==> src/rtl/cu_pkg.sv <==
// Shared types and constants for the 8051 instruction-sequencing FSM:
// state encoding, supported opcodes, instruction length and class codes.
package cu_pkg;

    typedef enum logic [2:0] {
        S_IDLE   = 3'd0,
        S_FETCH  = 3'd1,
        S_DECODE = 3'd2,
        S_OPND1  = 3'd3,
        S_OPND2  = 3'd4,
        S_EXEC   = 3'd5,
        S_WB     = 3'd6
    } state_t;

    localparam logic [7:0] OP_NOP        = 8'h00;
    localparam logic [7:0] OP_MOV_A_IMM  = 8'h74;
    localparam logic [7:0] OP_ADD_A_IMM  = 8'h24;
    localparam logic [7:0] OP_MOV_A_DIR  = 8'hE5;
    localparam logic [7:0] OP_MOV_DIR_A  = 8'hF5;
    localparam logic [7:0] OP_MOV_RN_IMM = 8'h78;
    localparam logic [7:0] OP_MOV_RN_A   = 8'hF8;
    localparam logic [7:0] OP_MOV_DPTR   = 8'h90;
    localparam logic [7:0] OP_SJMP       = 8'h80;
    localparam logic [7:0] OP_JMP_A_DPTR = 8'h73;
    localparam logic [7:0] OP_RETI       = 8'h32;

    // Rn-form opcodes carry the register number in the low 3 bits
    localparam logic [7:0] RN_MASK = 8'hF8;

`ifdef CU_INTERRUPT_EN
    localparam logic INT_EN = 1'b1;
`else
    localparam logic INT_EN = 1'b0;
`endif

    typedef enum logic [1:0] {
        LEN_1 = 2'd1,
        LEN_2 = 2'd2,
        LEN_3 = 2'd3
    } len_t;

    typedef enum logic [3:0] {
        CL_NOP     = 4'd0,
        CL_ACC_IMM = 4'd1,
        CL_RD_DIR  = 4'd2,
        CL_WR_DIR  = 4'd3,
        CL_WR_REG  = 4'd4,
        CL_DPTR    = 4'd5,
        CL_SJMP    = 4'd6,
        CL_JMP     = 4'd7,
        CL_RETI    = 4'd8
    } op_class_t;

    function automatic logic is_rn(input logic [7:0] op,
                                   input logic [7:0] base);
        return (op & RN_MASK) == base;
    endfunction

endpackage

==> src/rtl/control_unit_opcode_decoder.sv <==
// Combinational opcode decoder.
// Ports: opcode in; len (1..3 bytes), op_class and legal out.
// RETI (0x32) is legal only when CU_INTERRUPT_EN is defined.
module opcode_decoder
    import cu_pkg::*;
(
    input  logic [7:0] opcode,
    output logic [1:0] len,
    output logic [3:0] op_class,
    output logic       legal
);

    len_t      len_d;
    op_class_t cls_d;

    always_comb begin
        len_d = LEN_1;
        cls_d = CL_NOP;
        legal = 1'b1;
        unique case (1'b1)
            opcode == OP_NOP: begin
                cls_d = CL_NOP;
            end
            opcode == OP_MOV_A_IMM,
            opcode == OP_ADD_A_IMM: begin
                len_d = LEN_2;
                cls_d = CL_ACC_IMM;
            end
            opcode == OP_MOV_A_DIR: begin
                len_d = LEN_2;
                cls_d = CL_RD_DIR;
            end
            opcode == OP_MOV_DIR_A: begin
                len_d = LEN_2;
                cls_d = CL_WR_DIR;
            end
            is_rn(opcode, OP_MOV_RN_IMM): begin
                len_d = LEN_2;
                cls_d = CL_WR_REG;
            end
            is_rn(opcode, OP_MOV_RN_A): begin
                cls_d = CL_WR_REG;
            end
            opcode == OP_MOV_DPTR: begin
                len_d = LEN_3;
                cls_d = CL_DPTR;
            end
            opcode == OP_SJMP: begin
                len_d = LEN_2;
                cls_d = CL_SJMP;
            end
            opcode == OP_JMP_A_DPTR: begin
                cls_d = CL_JMP;
            end
            opcode == OP_RETI: begin
                cls_d = INT_EN ? CL_RETI : CL_NOP;
                legal = INT_EN;
            end
            default: begin
                // unsupported: run as a 1-byte NOP
                legal = 1'b0;
            end
        endcase
    end

    assign len      = len_d;
    assign op_class = cls_d;

endmodule

==> src/rtl/control_unit.sv <==
// 8051 instruction-sequencing FSM driving the datapath control strobes.
// Ports: clock, reset (sync, active-low), opcode, data_vld, int_r in;
// rom/ir/pc/dptr/acc/alu/ram strobes, int_a, illegal_op out.
// Optional interrupt entry/RETI support: define CU_INTERRUPT_EN.
module control_unit
    import cu_pkg::*;
(
    input  logic       clock,
    input  logic       reset,
    input  logic [7:0] opcode,
    input  logic       data_vld,
    input  logic       int_r,
    output logic       rom_en,
    output logic       ir_load_high,
    output logic       ir_load_low,
    output logic       pc_inc,
    output logic       pc_inc_offset,
    output logic       pc_set,
    output logic       dptr_load_high,
    output logic       dptr_load_low,
    output logic       acc_load,
    output logic       alu_en,
    output logic       ram_rd_en_reg,
    output logic       ram_wr_en_reg,
    output logic       ram_rd_en_data,
    output logic       ram_wr_en_data,
    output logic       ram_rd_en_sfr,
    output logic       ram_wr_en_sfr,
    output logic       int_a,
    output logic       illegal_op
);

    state_t    state;
    state_t    next;
    logic      opnd2_ld;
    logic [1:0] len_bits;
    logic [3:0] cls_bits;
    logic      legal;
    len_t      len;
    op_class_t cls;
    logic      int_take;

    opcode_decoder u_dec (
        .opcode   (opcode),
        .len      (len_bits),
        .op_class (cls_bits),
        .legal    (legal)
    );

    assign len = len_t'(len_bits);
    assign cls = op_class_t'(cls_bits);

`ifdef CU_INTERRUPT_EN
    logic in_service;

    // interrupt is only taken before the opcode byte is accepted
    assign int_take = (state == S_FETCH) && int_r && !in_service;

    always_ff @(posedge clock) begin
        if (!reset) begin
            in_service <= 1'b0;
        end else if (int_take) begin
            in_service <= 1'b1;
        end else if (state == S_EXEC && cls == CL_RETI) begin
            in_service <= 1'b0;
        end
    end
`else
    logic unused_int;
    assign unused_int = int_r;
    assign int_take   = 1'b0;
`endif

    // opnd2_ld is low in the first OPND2 cycle, which drives
    // dptr_load_high from the first operand instead of reading ROM
    always_ff @(posedge clock) begin
        if (!reset) begin
            state    <= S_IDLE;
            opnd2_ld <= 1'b0;
        end else begin
            state    <= next;
            opnd2_ld <= (state == S_OPND2);
        end
    end

    always_comb begin
        next = state;
        unique case (state)
            S_IDLE: begin
                next = S_FETCH;
            end
            S_FETCH: begin
                if (!int_take && data_vld) next = S_DECODE;
            end
            S_DECODE: begin
                next = (len == LEN_1) ? S_EXEC : S_OPND1;
            end
            S_OPND1: begin
                if (data_vld) next = (len == LEN_3) ? S_OPND2 : S_EXEC;
            end
            S_OPND2: begin
                if (opnd2_ld && data_vld) next = S_EXEC;
            end
            S_EXEC: begin
                next = (cls == CL_RD_DIR) ? S_WB : S_FETCH;
            end
            S_WB: begin
                next = S_FETCH;
            end
            default: begin
                next = S_IDLE;
            end
        endcase
    end

    always_comb begin
        rom_en         = 1'b0;
        ir_load_high   = 1'b0;
        ir_load_low    = 1'b0;
        pc_inc         = 1'b0;
        pc_inc_offset  = 1'b0;
        pc_set         = 1'b0;
        dptr_load_high = 1'b0;
        dptr_load_low  = 1'b0;
        acc_load       = 1'b0;
        alu_en         = 1'b0;
        ram_rd_en_reg  = 1'b0;
        ram_wr_en_reg  = 1'b0;
        ram_rd_en_data = 1'b0;
        ram_wr_en_data = 1'b0;
        ram_rd_en_sfr  = 1'b0;
        ram_wr_en_sfr  = 1'b0;
        int_a          = 1'b0;
        illegal_op     = 1'b0;
        unique case (state)
            S_FETCH: begin
                if (int_take) begin
                    int_a = 1'b1;
                end else begin
                    rom_en       = 1'b1;
                    ir_load_high = data_vld;
                    pc_inc       = data_vld;
                end
            end
            S_OPND1: begin
                rom_en      = 1'b1;
                ir_load_low = data_vld;
                pc_inc      = data_vld;
            end
            S_OPND2: begin
                if (!opnd2_ld) begin
                    dptr_load_high = 1'b1;
                end else begin
                    rom_en      = 1'b1;
                    ir_load_low = data_vld;
                    pc_inc      = data_vld;
                end
            end
            S_EXEC: begin
                illegal_op = !legal;
                unique case (cls)
                    CL_ACC_IMM: begin
                        alu_en   = 1'b1;
                        acc_load = 1'b1;
                    end
                    CL_RD_DIR: ram_rd_en_data = 1'b1;
                    CL_WR_DIR: ram_wr_en_data = 1'b1;
                    CL_WR_REG: ram_wr_en_reg  = 1'b1;
                    CL_DPTR:   dptr_load_low  = 1'b1;
                    CL_SJMP:   pc_inc_offset  = 1'b1;
                    CL_JMP:    pc_set         = 1'b1;
                    default: begin
                    end
                endcase
            end
            S_WB: begin
                // RAM read data arrives one cycle after the EXEC request
                ram_rd_en_data = 1'b1;
                acc_load       = 1'b1;
            end
            default: begin
            end
        endcase
    end

endmodule

==> config.mk <==
export PLATFORM = sky130hd
export DESIGN_NAME = control_unit
export DESIGN_NICKNAME = d
export VERILOG_FILES = /design/src/rtl/cu_pkg.sv /design/src/rtl/control_unit_opcode_decoder.sv /design/src/rtl/control_unit.sv
export SDC_FILE = /design/constraint.sdc
export NUM_CORES = 1
export LEC_CHECK = 0
export ABC_CLOCK_PERIOD_IN_PS = 5760
export CORE_MARGIN = 2
export CORE_UTILIZATION = 44
export CTS_CLUSTER_SIZE = 40
export DETAILED_ROUTE_END_ITERATION = 12
export MAX_ROUTING_LAYER = met4
export PLACE_DENSITY = 0.84
export REMOVE_ABC_BUFFERS = 1
export SLEW_MARGIN = 20
export SYNTH_ARGS = -nofsm -noshare
export SYNTH_HDL_FRONTEND = slang
export SYNTH_SLANG_ARGS = --single-unit
==> constraint.sdc <==
create_clock -name clock -period 5.76 [get_ports clock]
set_clock_uncertainty 0.2 [all_clocks]
set_input_delay 1.152 -clock clock [delete_from_list [all_inputs] [get_ports clock]]
set_output_delay 1.152 -clock clock [all_outputs]
set_load 0.05 [all_outputs]
==> impl_metrics.json, run 1 <==
{
  "route.detailed.wl_per_inst_um": 12.67,
  "synth_top_area_share_pct": 12.08,
  "layout_cell_area_excl_fill_um2": 918.4,
  "gpl.final_weighted_congestion": 0.8267,
  "main_combinational_cell_family_by_area_after_synthesis": "simple AND/OR/NAND/NOR gates",
  "whs_ns": 0.4986,
  "synthSimpleGateAreaFrac_pct": 49.43,
  "first_pass_grt_wire_length_um": 2746,
  "finalMaxSlewViolations": 0,
  "power.leakage_nw": 0.3089,
  "dieArea_mm2": 0.001834,
  "synth.ff_latch_count": 4,
  "drt-total-wl_um": 1698,
  "tritoncts_clock_tree": "done",
  "synth_warnings": 0,
  "grt_max_degree": 15,
  "antenna_left": 0,
  "timing.max_slew.rel_slack_pct": 66.54,
  "clock_period_minus_final_worst_setup_slack_ns": 5.264,
  "post_cts_hold_buffer_count": 0,
  "synth_area_per_cell_um2": 6.980,
  "antenna_found_initial": 0,
  "report.final.hold_viol_count": 0,
  "sequential_area_share_after_synthesis_pct": 12.08,
  "ir_worst_vdd_uv": 124.0,
  "timing.critical_path.arrival_ns": 3.91,
  "reported_net_switching_power_mw": 0.05371,
  "tritoncts.num_buffers": 3,
  "p_int_mw": 0.07742,
  "max_clock_buf_depth": 2,
  "power.share.sequential_pct": 27.6,
  "synth.lib_cells_used.distinct": 41,
  "root_buffer": "sky130_fd_sc_hd__clkbuf_4",
  "synth.top_cells.by_area": "sky130_fd_sc_hd__dfxtp_1, sky130_fd_sc_hd__nand2_1, sky130_fd_sc_hd__o21ai_0",
  "placeable_area_mm2": 0.001454,
  "adder_cell_area_share_of_the_yosys_netlist_pct": 0,
  "track_usage_pct": 19.64,
  "number_of_instances_in_the_synthesized_netlist": 95,
  "clock-sinks": 4,
  "grt_setup_unrepaired": "no",
  "initial_core_util_pct": 45.61,
  "cp-start-kind": "input pin",
  "synth.mux.area_fraction_pct": 0,
  "die_y_um": 42.82,
  "final_net_count": 132,
  "post_route_cells_drive_above_1_share_pct": 8.475,
  "antenna_cells_inserted": 0,
  "netlist_top_cells_count": "sky130_fd_sc_hd__nand2_1, sky130_fd_sc_hd__nor2_1, sky130_fd_sc_hd__o21ai_0, sky130_fd_sc_hd__nand2b_1",
  "worstSetupPathType": "input pin to output port",
  "synth_enable_flop_cells": 0,
  "drc": 0,
  "area_delta_synth_final_pct": 38.49,
  "synth_top_area_cell": "sky130_fd_sc_hd__dfxtp_1",
  "die_w_um": 42.82,
  "power.combinational.fraction_pct": 46.7,
  "synth.cell_area_um2": 663.1,
  "report.final.setup_viol": 0,
  "critPathRequiredTime_ns": 4.41,
  "placed_cell_area_um2": 895.9,
  "ys.flop_type": "sky130_fd_sc_hd__dfxtp_1",
  "synthesized_area_fraction_occupied_by_ao_oa_aoi_and_oai_cells_pct": 26.60,
  "via_count": 750,
  "fmax_mhz": 190.0,
  "worstHoldPathType": "flop to flop",
  "detail_route.vias_per_cell": 5.597,
  "run_status": "complete, no violations",
  "asyncSetResetFlopFracSynth_pct": 0,
  "post-cts-setup-buffers": 0,
  "final.setup.tns_ns": 0,
  "boundaryPins": 30,
  "finalCritPeriodShare_pct": 91.39,
  "post_cts_resized": 0,
  "power_frac_clock_pct": 25.6,
  "synthXorXnorAreaFrac_pct": 2.642,
  "timing.max_cap.violations": 0,
  "cp-end-kind": "output port",
  "detail_route.first_pass.iterations": 4,
  "worst_skew_late_latency_ns": 0.23,
  "power_per_cell_area_mw_per_mm2": 142.8,
  "worst-slew-pin-transition_ns": 0.4978,
  "first_global_vias": 675,
  "yosys.cell_count.top_type": "sky130_fd_sc_hd__nand2_1",
  "core.rowCount": 14,
  "post-dp-hpwl_um": 1309,
  "globalRoute.totalOverflow": 0,
  "ctsHtreeMaxLevel": 1,
  "crit_path_max_fanout": 7,
  "swShare_pct": 40.96,
  "numPortBuffers": 24,
  "drt-initial-drc-count": 10,
  "clk_pin_slew_ns": 0.04
}
==> power groups by stage <==
stage / logic (mW) / clock network, mW / registers (mW)
after global placement: 0.0602 / 0 / 0.0368
final: 0.0613 / 0.0336 / 0.0363
after floorplan: 0.0395 / 0 / 0.0350
after global routing: 0.0659 / 0.0389 / 0.0371
after CTS: 0.0614 / 0.0359 / 0.0362
after detailed placement: 0.0609 / 0 / 0.0367
==> layout by cell type (no fill, tap or decap), types with 3 or more instances in the layout <==
cell type / synthesis / routed
sky130_fd_sc_hd__inv_1: 3 / 3
sky130_fd_sc_hd__and2_1: 4 / 4
sky130_fd_sc_hd__clkbuf_4: 0 / 3
sky130_fd_sc_hd__a21oi_1: 4 / 4
sky130_fd_sc_hd__conb_1: 1 / 4
sky130_fd_sc_hd__nor2_1: 8 / 8
sky130_fd_sc_hd__clkdlybuf4s50_1: 0 / 24
sky130_fd_sc_hd__nand2_1: 12 / 12
sky130_fd_sc_hd__dfxtp_1: 4 / 4
sky130_fd_sc_hd__nand2b_1: 5 / 5
sky130_fd_sc_hd__o21ai_0: 7 / 7
sky130_fd_sc_hd__nor3b_1: 4 / 4
==> logic make-up (layout without fill, tap and decap cells) <==
kind of cell    after synthesis  in the layout
xor+xnor                      2              2
other cells                   1              4
compound gates               24             24
simple gates                 53             53
flops                         4              4
buf+inv                      11             31
==> final timing paths <==
| check | from | end | slack [ns] | depth (start not counted) |
|---|---|---|---|---|
| hold / removal | state[1] | state[1] | 0.50 | 2 |
| hold reg to reg | state[1] | state[1] | 0.50 | 2 |
| setup / recovery | opcode[2] | dptr_load_low | 0.50 | 7 |
| setup reg to reg | state[0] | state[1] | 3.82 | 4 |
==> metal layers <==
metal  up-vias  GRT usage (%)  wire (um)
li1        390              -          -
met1       333          22.05        756
met2        25          34.85        828
met3         2          5.106        106
met4         0          3.750          7
met5         -              -          0
==> sequential cells by signal, indices dropped and copies added (netlist names) <==
signal,count
state,3
opnd2_ld,1
==> critical path, stage by stage <==
cell,delay [ns]
sky130_fd_sc_hd__clkdlybuf4s50_1,0.52
sky130_fd_sc_hd__or3b_1,0.41
sky130_fd_sc_hd__a211oi_2,0.33
sky130_fd_sc_hd__nor2_1,0.11
sky130_fd_sc_hd__a221oi_1,0.32
sky130_fd_sc_hd__nor3b_1,0.23
sky130_fd_sc_hd__clkdlybuf4s50_1,0.83
==> stage by stage <==
| step | instances | power (mW) | utilization (%) | setup WS [ns] |
|---|---|---|---|---|
| floorplan | 90 | 0.07456 | - | 1.070 |
| global placement | 131 | 0.09696 | 61.62 | 0.5374 |
| detailed placement | 131 | 0.09760 | 61.62 | 0.4886 |
| CTS | 134 | 0.1335 | 63.17 | 0.4903 |
| global route | 134 | 0.1419 | 63.17 | 0.3737 |
| finish | 134 | 0.1311 | 63.17 | 0.4959 |
==> cell type report <==
type / instances / area (um^2)
Tap cell: 16 / 20.02
Fill cell: 142 / 535.5
Clock buffer: 3 / 22.52
Sequential cell: 4 / 80.08
Inverter: 3 / 11.26
Timing Repair Buffer: 25 / 247.7
Multi-Input combinational cell: 83 / 536.8
Note: power is estimated with default switching activity, not from simulation.
==> run 2: changes to the inputs <==
ABC_CLOCK_PERIOD_IN_PS = 4700   (was 5760)
CORE_UTILIZATION = 37   (was 44)
CTS_CLUSTER_DIAMETER = 150   (was default)
PLACE_DENSITY = 0.81   (was 0.84)
clock period = 4.7 ns   (was 5.76 ns; I/O delays follow)
==> run 2 against run 1 <==
Final cell count is 7.5% higher. Die area is 17% higher. Count of clock-buffer cells in the layout stayed put. Via count is 2.3% higher. Global-route usage decreased by 2.2 points. Wire length grew 1.5%. Cell area grew 6.4%. Sequential power is 22% higher. First-iteration DRC count fell by 10%.
==> impl_metrics.json, run 2 (synthesis results as in run 1) <==
{
  "route.detailed.wl_per_inst_um": 11.97,
  "final_net_count": 133,
  "cp_cell_sequence": "clkdlybuf4s50_1 -> or3b_1 -> a211oi_2 -> nor2_1 -> a221oi_1 -> nor3b_1 -> buf_12",
  "track_usage_pct": 17.46,
  "detail_route.vias_per_cell": 5.326,
  "placed_cell_area_um2": 954.7,
  "first_global_vias": 700,
  "grt_setup_unrepaired": "no",
  "run_status": "complete, no violations",
  "core.rowCount": 15,
  "worstHoldPathType": "flop to flop",
  "initial_core_util_pct": 38.83,
  "dp_cells": 141,
  "dieArea_mm2": 0.002147,
  "finalMaxSlewViolations": 0,
  "placeable_area_mm2": 0.001708,
  "critPathTopFamily": "simple AND/OR/NAND/NOR gates",
  "antenna_left": 0,
  "cp-end-kind": "output port",
  "power_per_cell_area_mw_per_mm2": 167.0,
  "antenna_found_initial": 0,
  "timing.max_slew.rel_slack_pct": 66.27,
  "report.final.hold_viol_count": 0,
  "ir_worst_vdd_uv": 156.3,
  "drc": 0,
  "tritoncts_clock_tree": "done",
  "reg.largest.list": "state x3, opnd2_ld x1",
  "grt_max_degree": 15,
  "post-cts-setup-buffers": 0,
  "finalNonFillerCells": 144,
  "max_clock_buf_depth": 2,
  "registers.top_by_ff_count": "state",
  "post_route_cells_drive_above_1_share_pct": 16.81,
  "post_cts_hold_buffer_count": 0,
  "area_delta_synth_final_pct": 47.36,
  "clk_pin_slew_ns": 0.04,
  "root_buffer": "sky130_fd_sc_hd__clkbuf_4",
  "layout.cells.most_common_list": "sky130_fd_sc_hd__clkdlybuf4s50_1, sky130_fd_sc_hd__nand2_1, sky130_fd_sc_hd__nor2_1",
  "clock_period_minus_final_worst_setup_slack_ns": 4.355,
  "crit_path_top_delay_cell": "sky130_fd_sc_hd__clkdlybuf4s50_1",
  "postLayoutCoreUtil_pct": 57.22,
  "timing.critical_path.arrival_ns": 3.21,
  "power.leakage_nw": 0.3464,
  "worst-slew-pin-transition_ns": 0.5043,
  "numPortBuffers": 24,
  "fmax_mhz": 229.6,
  "largest_register_ffs": 3,
  "finalCritPeriodShare_pct": 92.66,
  "layout_cell_area_excl_fill_um2": 977.2,
  "critPathRequiredTime_ns": 3.56,
  "worst_skew_late_latency_ns": 0.23,
  "drt-total-wl_um": 1723,
  "timing.max_cap.violations": 0,
  "worstSetupPathType": "input pin to output port",
  "crit_path_max_fanout": 6,
  "detail_route.first_pass.iterations": 4,
  "final.setup.tns_ns": 0,
  "critical_path.max_stage_delay_ns": 0.56,
  "post_cts_resized": 0,
  "mostFrequentLayoutCell": "sky130_fd_sc_hd__clkdlybuf4s50_1",
  "rrSetupSlack_ns": 2.89,
  "die_y_um": 46.34,
  "fill_cells": 166,
  "multi_input_area_um2": 536.8,
  "gpl.final_weighted_congestion": 0.8295,
  "ctsHtreeMaxLevel": 1,
  "drt-initial-drc-count": 9,
  "cp-start-kind": "input pin",
  "report.final.setup_viol": 0,
  "clock-sinks": 4,
  "boundaryPins": 30,
  "die_w_um": 46.34,
  "globalRoute.totalOverflow": 0,
  "ff_latch_area_um2": 80.08,
  "tritoncts.num_buffers": 3,
  "cp.buffers_inverters": 2,
  "first_pass_grt_wire_length_um": 2753,
  "antenna_cells_inserted": 0,
  "post-dp-hpwl_um": 1347,
  "via_count": 767
}
==> run 2: cell count changes in the layout (fill, tap and decap cells not counted) <==
| cell | delta |
|---|---|
| sky130_fd_sc_hd__buf_4 | +5 |
| sky130_fd_sc_hd__buf_12 | +5 |
| sky130_fd_sc_hd__clkdlybuf4s50_1 | -9 |
==> run 2: layout make-up <==
cell class | count | area share [%]
multi-input combinational | 83 | 54.93
tap | 25 | 3.201
sequential | 4 | 8.195
clock buffer | 3 | 2.305
inverter | 3 | 1.152
timing repair buffer | 26 | 30.22
==> run 2: worst register-to-register path, delay by kind of cell, from the launching register on <==
| kind | cells | cell delay, ns |
|---|---|---|
| buf+inv | 1 | 0.19 |
| simple gates | 2 | 0.50 |
| flops | 1 | 0.55 |
| compound gates | 2 | 0.28 |
==> run 2: through the flow <==
| stage | hold WS (ns) | power [mW] | setup slack, ns |
|---|---|---|---|
| 3_3_place_gp | 0.4749 | 0.1200 | 0.3863 |
| 2_1_floorplan | 0.3867 | 0.09138 | 0.4342 |
| 4_1_cts | 0.4942 | 0.1660 | 0.3446 |
| 6_report | 0.4943 | 0.1631 | 0.3452 |
| 5_1_grt | 0.5287 | 0.1760 | 0.1999 |
| 3_5_place_dp | 0.4822 | 0.1210 | 0.3684 |
==> run 2: routing by layer <==
layer	vias to the layer above	global-route usage, %	share of wire, %	routed length, um
met1	349	20.23	46	785
met4	0	2.857	0	0
met3	0	4.706	5.5	94
met5	-	-	0	0
li1	393	-	-	-
met2	25	30.28	49	843
==> run 2: final timing paths <==
check,to,depth (start not counted),from
setup / recovery,dptr_load_low,7,opcode[1]
hold / removal,state[1],2,state[1]
setup reg to reg,state[1],5,state[0]
hold reg to reg,state[1],2,state[1]
==> run 2: power breakdown <==
part           total (mW)  internal (mW)  leakage [nW]  switching [mW]
sequential         0.0444         0.0369        0.0328         0.00749
combinational      0.0764         0.0305         0.300          0.0458
clock              0.0424         0.0286        0.0138          0.0138
